File: config.mk
export PLATFORM = sky130hd
export DESIGN_NAME = axil_seg_regfile
export DESIGN_NICKNAME = d
export VERILOG_FILES = /design/src/rtl/axil_seg_pkg.sv /design/src/rtl/axil_seg_regfile_sevenseg.sv /design/src/rtl/axil_seg_regfile.sv
export SDC_FILE = /design/constraint.sdc
export NUM_CORES = 1
export LEC_CHECK = 0
export ABC_AREA = 1
export CAP_MARGIN = 40
export CELL_PAD_IN_SITES_DETAIL_PLACEMENT = 0
export CELL_PAD_IN_SITES_GLOBAL_PLACEMENT = 1
export CORE_AREA = 3 3 193 195
export DETAILED_ROUTE_END_ITERATION = 6
export DIE_AREA = 0 0 196 198
export DONT_BUFFER_PORTS = 1
export PLACE_DENSITY = 0.65
export REMOVE_ABC_BUFFERS = 1
export SYNTH_ARGS = -nofsm -noshare
export SYNTH_HDL_FRONTEND = slang
export SYNTH_HIERARCHICAL = 1
export SYNTH_SLANG_ARGS = --single-unit
File: constraint.sdc
create_clock -name ACLK -period 3.1 [get_ports ACLK]
set_clock_uncertainty 0.2 [all_clocks]
set_input_delay 0.93 -clock ACLK [delete_from_list [all_inputs] [get_ports ACLK]]
set_output_delay 0.93 -clock ACLK [all_outputs]
set_load 0.01 [all_outputs]
File: src/rtl/axil_seg_pkg.sv
// Shared constants and state types for the AXI-Lite seven-segment register file.
package axil_seg_pkg;

  localparam logic [1:0] RESP_OKAY   = 2'b00;
  localparam logic [1:0] RESP_SLVERR = 2'b10;

  typedef enum logic [1:0] {
    WR_IDLE,
    WR_ADDR,
    WR_DATA,
    WR_RESP
  } wr_state_t;

  typedef enum logic {
    RD_IDLE,
    RD_DATA
  } rd_state_t;

  // Active-high segment pattern {g,f,e,d,c,b,a} for one hex digit.
  function automatic logic [6:0] hex_to_seg(input logic [3:0] nib);
    logic [6:0] seg;
    case (nib)
      4'h0: seg = 7'h3F;
      4'h1: seg = 7'h06;
      4'h2: seg = 7'h5B;
      4'h3: seg = 7'h4F;
      4'h4: seg = 7'h66;
      4'h5: seg = 7'h6D;
      4'h6: seg = 7'h7D;
      4'h7: seg = 7'h07;
      4'h8: seg = 7'h7F;
      4'h9: seg = 7'h6F;
      4'hA: seg = 7'h77;
      4'hB: seg = 7'h7C;
      4'hC: seg = 7'h39;
      4'hD: seg = 7'h5E;
      4'hE: seg = 7'h79;
      default: seg = 7'h71;
    endcase
    return seg;
  endfunction

endpackage

File: src/rtl/axil_seg_regfile_sevenseg.sv
// Eight-digit multiplexed seven-segment driver; segments and anodes are active-low.
module SevenSegmentController #(
  parameter int SCAN_BITS = 17
) (
  input  logic        ACLK,
  input  logic        ARESETn,
  input  logic [31:0] value,
  output logic [7:0]  segment,
  output logic [7:0]  anode
);
  import axil_seg_pkg::*;

  logic [SCAN_BITS+2:0] scan_cnt_reg;
  logic [2:0]           digit;
  logic [3:0]           nibble;

  // Free-running refresh counter; the top three bits pick the lit digit.
  always_ff @(posedge ACLK) begin
    if (!ARESETn) scan_cnt_reg <= '0;
    else          scan_cnt_reg <= scan_cnt_reg + 1'b1;
  end

  assign digit   = scan_cnt_reg[SCAN_BITS+2:SCAN_BITS];
  assign nibble  = value[{digit, 2'b00} +: 4];
  // Decimal point (bit 7) is held off.
  assign segment = {1'b1, ~hex_to_seg(nibble)};

  for (genvar gi = 0; gi < 8; gi++) begin : g_anode
    assign anode[gi] = (digit != 3'(gi));
  end

endmodule

File: src/rtl/axil_seg_regfile.sv
// AXI4-Lite register file with a display-select register feeding a seven-segment display.
module axil_seg_regfile #(
  parameter int         NUM_REGS     = 4,
  parameter logic [3:0] DISP_DEFAULT = 4'd0,
  parameter int         SCAN_BITS    = 17
) (
  input  logic        ACLK,
  input  logic        ARESETn,
  input  logic [31:0] AWADDR,
  input  logic        AWVALID,
  output logic        AWREADY,
  input  logic [2:0]  AWPROT,
  input  logic [31:0] WDATA,
  input  logic [3:0]  WSTRB,
  input  logic        WVALID,
  output logic        WREADY,
  output logic [1:0]  BRESP,
  output logic        BVALID,
  input  logic        BREADY,
  input  logic [31:0] ARADDR,
  input  logic        ARVALID,
  output logic        ARREADY,
  input  logic [2:0]  ARPROT,
  output logic [31:0] RDATA,
  output logic [1:0]  RRESP,
  output logic        RVALID,
  input  logic        RREADY,
  output logic [7:0]  segment,
  output logic [7:0]  anode
);
  import axil_seg_pkg::*;

  localparam logic [3:0] DISP_IDX = 4'(NUM_REGS);

  wr_state_t wr_state_reg, wr_state_next;
  rd_state_t rd_state_reg, rd_state_next;

  logic [NUM_REGS-1:0][31:0] regs_reg;
  logic [3:0]  disp_sel_reg;
  logic [3:0]  aw_idx_reg;
  logic [31:0] wdata_reg;
  logic [3:0]  wstrb_reg;
  logic [1:0]  bresp_reg;
  logic [31:0] rdata_reg;
  logic [1:0]  rresp_reg;

  logic        wr_commit, aw_latch, w_latch, wr_mapped;
  logic [3:0]  wr_idx, wr_strb, rd_idx;
  logic [31:0] wr_data, rd_lookup_data, disp_value;
  logic [1:0]  rd_lookup_resp;
  logic        unused_ok;

  assign unused_ok = ^{AWPROT, ARPROT, AWADDR[31:6], AWADDR[1:0], ARADDR[31:6], ARADDR[1:0]};

  // Write FSM: handshakes, and the effective address/data/strobe of the committing write.
  always_comb begin
    wr_state_next = wr_state_reg;
    AWREADY       = 1'b0;
    WREADY        = 1'b0;
    BVALID        = 1'b0;
    wr_commit     = 1'b0;
    aw_latch      = 1'b0;
    w_latch       = 1'b0;
    wr_idx        = AWADDR[5:2];
    wr_data       = WDATA;
    wr_strb       = WSTRB;
    case (wr_state_reg)
      WR_IDLE: begin
        AWREADY = 1'b1;
        WREADY  = 1'b1;
        if (AWVALID && WVALID) begin
          wr_commit     = 1'b1;
          wr_state_next = WR_RESP;
        end else if (AWVALID) begin
          aw_latch      = 1'b1;
          wr_state_next = WR_ADDR;
        end else if (WVALID) begin
          w_latch       = 1'b1;
          wr_state_next = WR_DATA;
        end
      end
      WR_ADDR: begin
        WREADY = 1'b1;
        wr_idx = aw_idx_reg;
        if (WVALID) begin
          wr_commit     = 1'b1;
          wr_state_next = WR_RESP;
        end
      end
      WR_DATA: begin
        AWREADY = 1'b1;
        wr_data = wdata_reg;
        wr_strb = wstrb_reg;
        if (AWVALID) begin
          wr_commit     = 1'b1;
          wr_state_next = WR_RESP;
        end
      end
      WR_RESP: begin
        BVALID = 1'b1;
        if (BREADY) wr_state_next = WR_IDLE;
      end
      default: wr_state_next = WR_IDLE;
    endcase
  end

  assign wr_mapped = (wr_idx <= DISP_IDX);

  // State registers for both channel FSMs.
  always_ff @(posedge ACLK) begin
    if (!ARESETn) begin
      wr_state_reg <= WR_IDLE;
      rd_state_reg <= RD_IDLE;
    end else begin
      wr_state_reg <= wr_state_next;
      rd_state_reg <= rd_state_next;
    end
  end

  // Hold whichever half of a split write arrived first, and capture the response code.
  always_ff @(posedge ACLK) begin
    if (!ARESETn) begin
      aw_idx_reg <= '0;
      wdata_reg  <= '0;
      wstrb_reg  <= '0;
      bresp_reg  <= RESP_OKAY;
    end else begin
      if (aw_latch) aw_idx_reg <= AWADDR[5:2];
      if (w_latch) begin
        wdata_reg <= WDATA;
        wstrb_reg <= WSTRB;
      end
      if (wr_commit) bresp_reg <= wr_mapped ? RESP_OKAY : RESP_SLVERR;
    end
  end

  // Byte-lane register update; unmapped indices match nothing and leave state untouched.
  always_ff @(posedge ACLK) begin
    if (!ARESETn) begin
      regs_reg     <= '0;
      disp_sel_reg <= DISP_DEFAULT;
    end else if (wr_commit) begin
      for (int i = 0; i < NUM_REGS; i++) begin
        if (wr_idx == 4'(i)) begin
          for (int k = 0; k < 4; k++) begin
            if (wr_strb[k]) regs_reg[i][8*k +: 8] <= wr_data[8*k +: 8];
          end
        end
      end
      if (wr_idx == DISP_IDX && wr_strb[0]) disp_sel_reg <= wr_data[3:0];
    end
  end

  assign BRESP = bresp_reg;

  // Read address decode against the current (pre-write) register contents.
  always_comb begin
    rd_idx         = ARADDR[5:2];
    rd_lookup_data = '0;
    rd_lookup_resp = RESP_SLVERR;
    for (int i = 0; i < NUM_REGS; i++) begin
      if (rd_idx == 4'(i)) begin
        rd_lookup_data = regs_reg[i];
        rd_lookup_resp = RESP_OKAY;
      end
    end
    if (rd_idx == DISP_IDX) begin
      rd_lookup_data = {28'h0, disp_sel_reg};
      rd_lookup_resp = RESP_OKAY;
    end
  end

  // Read FSM next-state and handshake outputs.
  always_comb begin
    rd_state_next = rd_state_reg;
    ARREADY       = 1'b0;
    RVALID        = 1'b0;
    case (rd_state_reg)
      RD_IDLE: begin
        ARREADY = 1'b1;
        if (ARVALID) rd_state_next = RD_DATA;
      end
      RD_DATA: begin
        RVALID = 1'b1;
        if (RREADY) rd_state_next = RD_IDLE;
      end
      default: rd_state_next = RD_IDLE;
    endcase
  end

  // Latch read data/response on the AR handshake so they stay stable until accepted.
  always_ff @(posedge ACLK) begin
    if (!ARESETn) begin
      rdata_reg <= '0;
      rresp_reg <= RESP_OKAY;
    end else if (rd_state_reg == RD_IDLE && ARVALID) begin
      rdata_reg <= rd_lookup_data;
      rresp_reg <= rd_lookup_resp;
    end
  end

  assign RDATA = rdata_reg;
  assign RRESP = rresp_reg;

  // Selected register for the display; out-of-range selections show zero.
  always_comb begin
    disp_value = '0;
    for (int i = 0; i < NUM_REGS; i++) begin
      if (disp_sel_reg == 4'(i)) disp_value = regs_reg[i];
    end
  end

  SevenSegmentController #(
    .SCAN_BITS(SCAN_BITS)
  ) u_seven_seg (
    .ACLK    (ACLK),
    .ARESETn (ARESETn),
    .value   (disp_value),
    .segment (segment),
    .anode   (anode)
  );

endmodule

# Word level (Yosys, flattened, before mapping)
# Memories as Yosys holds them, arrays and structs flattened.
# Cells that the tools add are included.
# word_totals
inputBits,113
romBits,112
word_cells,127
memories,1
output_inout_bits,57
regBits,231
# mem_list
memory,depth,width,read_ports,rd_clocked_by_memory_dff,write_ports,line,rtl
(no name shown),16,7,1,0,0,axil_seg_pkg.sv:22,case (nib)
# op_classes
magnitude_cmp,1
n_addsub,1
shifts,1
n_eq_ne,25
bitwise,2
n_mux,42
reduce_logical,28
# op_table
op,count
32-bit two-way mux,10
3-bit AND reduction,16
32-bit by 6-bit variable part select with 4-bit output,1
4-bit by 2-bit equality test with 1-bit output (second input constant),6
2-bit two-way mux,12
20-bit by 1-bit adder with 20-bit output (second input constant),1
1-bit two-way mux,15
4-bit by 1-bit equality test with 1-bit output (second input constant),3
4-bit zero test,3
3-bit != test (second input constant),4
4-bit by 3-bit equality test with 1-bit output (second input constant),2
4-bit two-way mux,2
2-bit case mux with 4 select lines,1
7-bit inverter,1
2-bit != test (second input constant),3
3-bit by 2-bit != test with 1-bit output (second input constant),2
2-bit equality test (second input constant),2
4-bit by 3-bit less-or-equal comparator with 1-bit output (second input constant),1
4-bit != test (second input constant),1
4-bit AND reduction,1
2-bit OR reduction,2
1-bit logical AND,3
3-bit by 1-bit != test with 1-bit output (second input constant),1
1-bit case mux with 3 select lines,1
6 further kinds,6

# Longest topological paths before layout
# Gate-level depths: netlist of run 1.
# An unclocked memory read counts as a cell.
# logic_depth
word_depth,8
ltp_mapped,17

# By module
# The synthesis of run 1 kept the hierarchy.
# by_module_without_submodules
mod,n_inst,cells_per_inst,seq_area_each_um2,area_per_inst_um2
axil_seg_regfile,1,1595,4184.0,10431.3
SevenSegmentController,1,278,400.4,1644.1

# Worst setup path before layout of run 1
# No wires, ideal clock.
# synth_timing
path_type,reg2out
startpoint,register disp_sel_reg[1]
endpoint,output port segment[3]
path_stages_with_launch,18
n_path_buf,1
t_arrival_ns,2.141
setup_slack_ns,-0.171
cell_sequence,dfxtp_1 clkinv_1 nand3_1 clkbuf_1 o21ai_0 a21oi_1 o21ai_0 nand2_1 nand2_1 nand2_1 nand3_1 nand2_2 inv_1 ha_1 nand3_1 nand2_1 nand2_1 nand2_1
# synth_via
elab_chain_len,8
# synth_lines
item,line,rtl
start: declaration,axil_seg_regfile.sv:39,logic [3:0] disp_sel_reg;
start signal: assignment,axil_seg_regfile.sv:150,if (wr_idx == DISP_IDX && wr_strb[0]) disp_sel_reg <= wr_data[3:0];
4-bit zero test,axil_seg_regfile.sv:209,if (disp_sel_reg == 4'(i)) disp_value = regs_reg[i];
32-bit two-way mux (3 in series),axil_seg_regfile.sv:209,
32-bit two-way mux (*),axil_seg_regfile.sv:209,
net disp_value[29],axil_seg_regfile.sv:49,"logic [31:0] wr_data, rd_lookup_data, disp_value;"
32-bit by 6-bit variable part select with 4-bit output (*),axil_seg_regfile_sevenseg.sv:24,"assign nibble = value[{digit, 2'b00} +: 4];"
memory 16 x 7 bit (*),--,
7-bit inverter (*),axil_seg_regfile_sevenseg.sv:26,"assign segment = {1'b1, ~hex_to_seg(nibble)};"
end: declaration,axil_seg_regfile.sv:28,"output logic [7:0] segment,"
# Mark *: on every way through the listed nets, which the timed path passes. The rest lies on a longest branch.

# Final worst setup path of run 1
# layout_timing
startpoint,register disp_sel_reg[3]
endpoint,output port segment[3]
# Same word-level chain as after synthesis.

==> impl_metrics.tcl, run 1 <==
set metrics [dict create \
    crit_slowest_cell "dfxtp_2" \
    ys.flop_type "dfxtp_1" \
    track_usage 0.2014 \
    numCtsBuffers 27 \
    initial_core_util 0.3395 \
    required_ns 1.97 \
    path_clk_slew_ns 0.06 \
    synthCells 1873 \
    largest_reg_flops 128 \
    clock_latency_ns 0.55 \
    syn2layout_area_growth_pct 17.29 \
    end_kind "primary output" \
    setup_viol 7 \
    reg2reg_setup_slack_ns 0.63 \
    first_pass_iters 5 \
    wirelength_um 40170 \
    synthSimpleGateAreaFrac 0.3884 \
    yosysMostFrequentCell "nand2_1" \
    synth_top_area_frac 0.3796 \
    crit_path_cell_trace "nor2_4 -> nand2_2 -> nor2_4 -> buf_4 -> a21oi_1 -> o21ai_1 -> nand2_1 -> nand2_1 -> nand2_1 -> nand3_1 -> nand2_4 -> ha_4 -> nand3_1 -> nand3_2 -> nand2_2" \
    ys_async_sr_fraction 0 \
    detail-route-antenna-nets 0 \
    grt_start_max_net_pins 191 \
    startpoint_type "flop" \
    vias 11500 \
    globalplace.congestion 0.8077 \
    worst-path-buf-inv 1 \
    status "finished with violations" \
    route.detailed.drc 0 \
    hold_viol 0 \
    numClockSinks 229 \
    dieWidth_um 196 \
    min_period_ns 3.901 \
    hold_buffers 0 \
    tightestPinTransition_ns 0.7279 \
    yosysTopAreaCell "dfxtp_1" \
    critical_path_class "reg -> out" \
    synth_area_per_cell_um2 6.447 \
    synth_top_family_by_area "simple AND/OR/NAND/NOR gates" \
    fin_crit_sh 1.258 \
    ys_types 41 \
    hp-class "reg -> reg" \
    grt_pass1_wl_um 61920 \
    tns_ns -5.463 \
    diodes 0 \
    ioPinCount 170 \
    overflow 0 \
    ys_seq_area_frac 0.3796 \
    die-area_um2 38810 \
    synth_xor_area_frac 0.001451 \
    worst_slack_ns -0.8006 \
    max_freq_mhz 256.4 \
    die_y_um 198 \
    slew_viol_final 0 \
    wl_per_cell_um 16.93 \
    viasPerCell 4.847 \
    synth_edf_count 0 \
    synth_mux_area_frac 0.02072 \
    rsz0062_at_grt "true" \
    violations "negative setup slack" \
    syn_area_um2 12080 \
    slowest_delay_ns 0.33 \
    grt_pass1_vias 10860 \
    cts_root_buf "clkbuf_16" \
    cpMostUsedCell "nand2_1" \
    grt_antenna_before_repair 0 \
    synth_fa_ha_area_frac 0.01451 \
    ys_ff_latch 229 \
    critical_path_arrival_ns 2.77 \
    pre_cts_slack_ns -0.5605 \
    rows 69 \
    drt_iter0_markers 732 \
    synthTopCellsByCount "nand2_1 (530), nor2_1 (382), dfxtp_1 (229)" \
    core_area_um2 35570 \
    synth.top_cells.by_area "dfxtp_1 (38%), nand2_1 (16%), nor2_1 (12%), o21ai_0 (5.7%), nand3_1 (5.4%)" \
    layout-drive-gt1-share 0.1293 \
    finalNetCount 2017 \
    slew-limit-headroom 0.5096 \
    place_hpwl_um 25770 \
    synth_compound_area_frac 0.1113 \
    ir_worst_vdd_mv 0.5029 \
    p_per_area_nw_per_um2 609.5 \
    leakage_nw 5.639 \
    cts_tree "done" \
    io_buffers 0 \
    h-tree-depth 1 \
    critPathMaxFanout 5 \
    clockBufferDepth 3 \
    synth_warnings 6 \
    cap_violations 0 \
    critical-path-top-delay-family "simple AND/OR/NAND/NOR gates" \
]
==> logic make-up after synthesis <==
kind of cell / count (synthesis)
buffers and inverters: 227
other: 2
multiplexers: 25
AND/OR/NAND/NOR: 1112
flip-flops: 229
AO/OA/AOI/OAI: 262
adder cells (fa/ha/maj): 14
XOR/XNOR: 2
==> what timing repair did <==
item                                    in CTS  in global routing
pin swaps                                   34                 18
endpoints found under the setup margin       7                  7
resized for setup                           79                 22
setup buffers                                8                  4
gates cloned                                 3                  0
==> cell type report <==
type,instances,area [µm²]
Fill cell,3796,21410
Multi-Input combinational cell,1418,6769
Sequential cell,229,4591
Timing Repair Buffer,84,813.3
Clock buffer,36,739.5
Tap cell,461,576.8
Inverter,130,495.5
Clock inverter,14,178.9
==> metrics by stage <==
stage / cells / power, mW / util / hold WS [ns] / area, µm²
global placement: 2307 / 5.266 / 0.3596 / 0.2305 / 12790
finish: 2372 / 8.633 / 0.3982 / 0.2460 / 14160
floorplan: 1777 / 4.667 / - / 0.2175 / 11560
global route: 2372 / 9.079 / 0.3982 / 0.2626 / 14160
CTS: 2368 / 8.717 / 0.3957 / 0.2455 / 14070
detailed placement: 2307 / 5.287 / 0.3596 / 0.2355 / 12790
==> where the power goes <==
part           total [mW]  switching [mW]  internal [mW]
logic                2.01            1.36          0.643
clock network        3.33            1.32           2.01
registers            3.30           0.142           3.16
==> routing by layer <==
layer | routed length (µm) | track usage | up-vias
li1 | - | - | 5964
met1 | 19090 | 0.2740 | 5223
met2 | 17670 | 0.3260 | 249
met3 | 2506 | 0.04067 | 61
met4 | 905 | 0.05704 | 0
met5 | 0 | 0 | -
==> worst register-to-register path, stage by stage, from the launching register on <==
cell	delay, ns
dfxtp_1	0.43
inv_1	0.13
ha_1	0.26
inv_2	0.11
nand2_1	0.06
nand2_1	0.10
inv_1	0.08
nor2_1	0.20
nand2_4	0.17
nor2_4	0.40
nand2_1	0.10
nand2_1	0.07
nor2_1	0.04
==> path summary, 6_finish.rpt <==
path / cells past startpoint / startpoint / endpoint
max: 15 / disp_sel_reg[3] / segment[3]
max reg2reg: 12 / wr_state_reg[1] / regs_reg[126]
min reg2reg: 2 / aw_idx_reg[3] / aw_idx_reg[3]
min: 2 / aw_idx_reg[3] / aw_idx_reg[3]
==> layout by cell type, fill, tap and decap left out, types with 25 or more instances in the layout <==
cell,synthesis,layout
clkbuf_16,0,27
o21ai_0,137,122
nand2_2,8,30
nand2_1,530,504
buf_4,12,65
a21oi_1,107,105
inv_1,119,117
nor2_1,382,375
nand3_1,131,121
mux2i_1,25,25
dfxtp_1,229,226
(Power assumes the default switching activity.)
==> run 2, diff against run 1 <==
CORE_AREA = 3 3 190 192   (was 3 3 193 195)
DIE_AREA = 0 0 193 195   (was 0 0 196 198)
DONT_BUFFER_PORTS = unset   (was 1)
PLACE_DENSITY = 0.76   (was 0.65)
SLEW_MARGIN = 10   (was unset)
==> impl_metrics.tcl, run 2 (synthesized netlist as in run 1, its figures left out) <==
set metrics [dict create \
    status "finished with violations" \
    violations "negative setup slack" \
    nFillCells 3569 \
    cell_internal_pwr_mw 6.264 \
    seq_power_share 0.358 \
    tightestPinTransition_ns 0.6829 \
    grt_pass1_wl_um 62770 \
    multiInputGateArea_um2 6805 \
    setup_viol 7 \
    tns_ns -6.430 \
    die_y_um 195 \
    syn2layout_area_growth_pct 35.85 \
    overflow 0 \
    fin_cells 2572 \
    cap_violations 0 \
    slowest_delay_ns 0.33 \
    end_kind "primary output" \
    final_core_util 0.4749 \
    worst-path-buf-inv 5 \
    critical_path_class "reg -> out" \
    p_switching_mw 2.922 \
    finalNetCount 2222 \
    largest_reg_flops 128 \
    post_dp_cell_area_um2 14760 \
    cts_tree "done" \
    globalplace.congestion 0.8476 \
    path_clk_slew_ns 0.06 \
    numClockSinks 229 \
    grt_antenna_before_repair 0 \
    vias 12450 \
    ioPinCount 170 \
    h-tree-depth 1 \
    dieWidth_um 193 \
    rsz0062_at_grt "true" \
    hp-class "reg -> reg" \
    grt_start_max_net_pins 53 \
    p_sw_frac 0.3181 \
    viasPerCell 4.841 \
    wl_per_cell_um 15.88 \
    grt_pass1_vias 11550 \
    leakage_nw 6.702 \
    hold_buffers 0 \
    track_usage 0.2097 \
    place_hpwl_um 26440 \
    required_ns 1.97 \
    hold_viol 0 \
    startpoint_type "flop" \
    initial_core_util 0.3496 \
    max_freq_mhz 246.2 \
    slew-limit-headroom 0.5317 \
    first_pass_iters 5 \
    fin_hold_ws_ns 0.2451 \
    crit_path_cell_trace "nor2_4 -> nand2_2 -> nor2_4 -> buf_12 -> buf_12 -> buf_16 -> a21oi_2 -> o21ai_1 -> nand2_1 -> nand2_2 -> nand2_2 -> nand3_2 -> nand2_4 -> buf_6 -> ha_4 -> nand3_2 -> nand3_2 -> nand2_2 -> buf_6" \
    design_area_um2 16400 \
    p_per_area_nw_per_um2 560.0 \
    final-seq-area_um2 4599 \
    cpMostUsedCell "nand2_2" \
    slew_viol_final 0 \
    wirelength_um 40840 \
    layout-drive-gt1-share 0.1734 \
    critical-path-top-delay-family "simple AND/OR/NAND/NOR gates" \
    detail-route-antenna-nets 0 \
    power_frac_clock 0.382 \
    route.detailed.drc 0 \
    final_common_cell "nand2_1" \
    critical_path_arrival_ns 2.93 \
    worst_slack_ns -0.9614 \
    ir_worst_vdd_mv 0.3995 \
    rows 68 \
    layout_common_cells "nand2_1 (506), nor2_1 (375), dfxtp_1 (221)" \
    p_comb_frac 0.260 \
    numCtsBuffers 28 \
    cts_root_buf "clkbuf_16" \
    min_period_ns 4.061 \
    fin_crit_sh 1.310 \
    crit_slowest_cell "dfxtp_2" \
    clock_latency_ns 0.55 \
    core_area_um2 34540 \
    drt_iter0_markers 923 \
    die-area_um2 37640 \
    placed_cells 2497 \
    io_buffers 104 \
    clockBufferDepth 3 \
    critPathMaxFanout 5 \
    diodes 0 \
]
## run 2: area by class of cell
cell class	instances	share of cell area
clock buffers	42	0.05148
multi-input cells	1418	0.4148
repair buffers	288	0.1786
flip-flops and latches	229	0.2804
clock inverters	10	0.009381
inverters	130	0.03066
well taps	455	0.03470
## run 2: power groups by stage
stage / Clock [mW] / Sequential [mW] / Combinational [mW]
after floorplan: 0 / 3.32 / 1.34
after global placement: 0 / 3.33 / 2.23
after detailed placement: 0 / 3.34 / 2.26
after CTS: 3.59 / 3.28 / 2.35
after global routing: 3.72 / 3.31 / 2.64
final: 3.51 / 3.29 / 2.39
## run 2: path summary, 6_finish.rpt
kind / start / endpoint / slack [ns] / depth (start not counted)
worst max-delay path: disp_sel_reg[3] / segment[3] / -0.96 / 19
worst min register to register: aw_idx_reg[1] / aw_idx_reg[1] / 0.25 / 2
worst min-delay path: aw_idx_reg[1] / aw_idx_reg[1] / 0.25 / 2
worst max register to register: wr_state_reg[0] / disp_sel_reg[1] / 0.76 / 8
## run 2: per-stage QoR
step           setup slack (ns)  power [mW]
2_1_floorplan            -1.701       4.667
3_3_place_gp            -0.8266       5.562
3_5_place_dp            -0.8646       5.595
4_1_cts                 -0.8671       9.226
5_1_grt                  -1.083       9.676
6_report                -0.9614       9.186
## run 2: worst min-delay path, cell delays in order, from the launching register on
cell     delay (ns)
dfxtp_1        0.31
inv_1          0.05
a21oi_1        0.05
## run 2: what timing repair did
item | CTS | global route
setup endpoints to repair | 17 | 8
pin swaps | 30 | 24
gates resized for setup | 129 | 34
buffers inserted | 16 | 4
cloned | 3 | 1
## run 2: layer usage
metal	up-vias	global-route usage	part of all wire
met4	0	0.04822	0.020
met5	-	0	0
met2	338	0.3444	0.46
met3	63	0.02855	0.060
li1	6375	-	-
met1	5674	0.2925	0.46
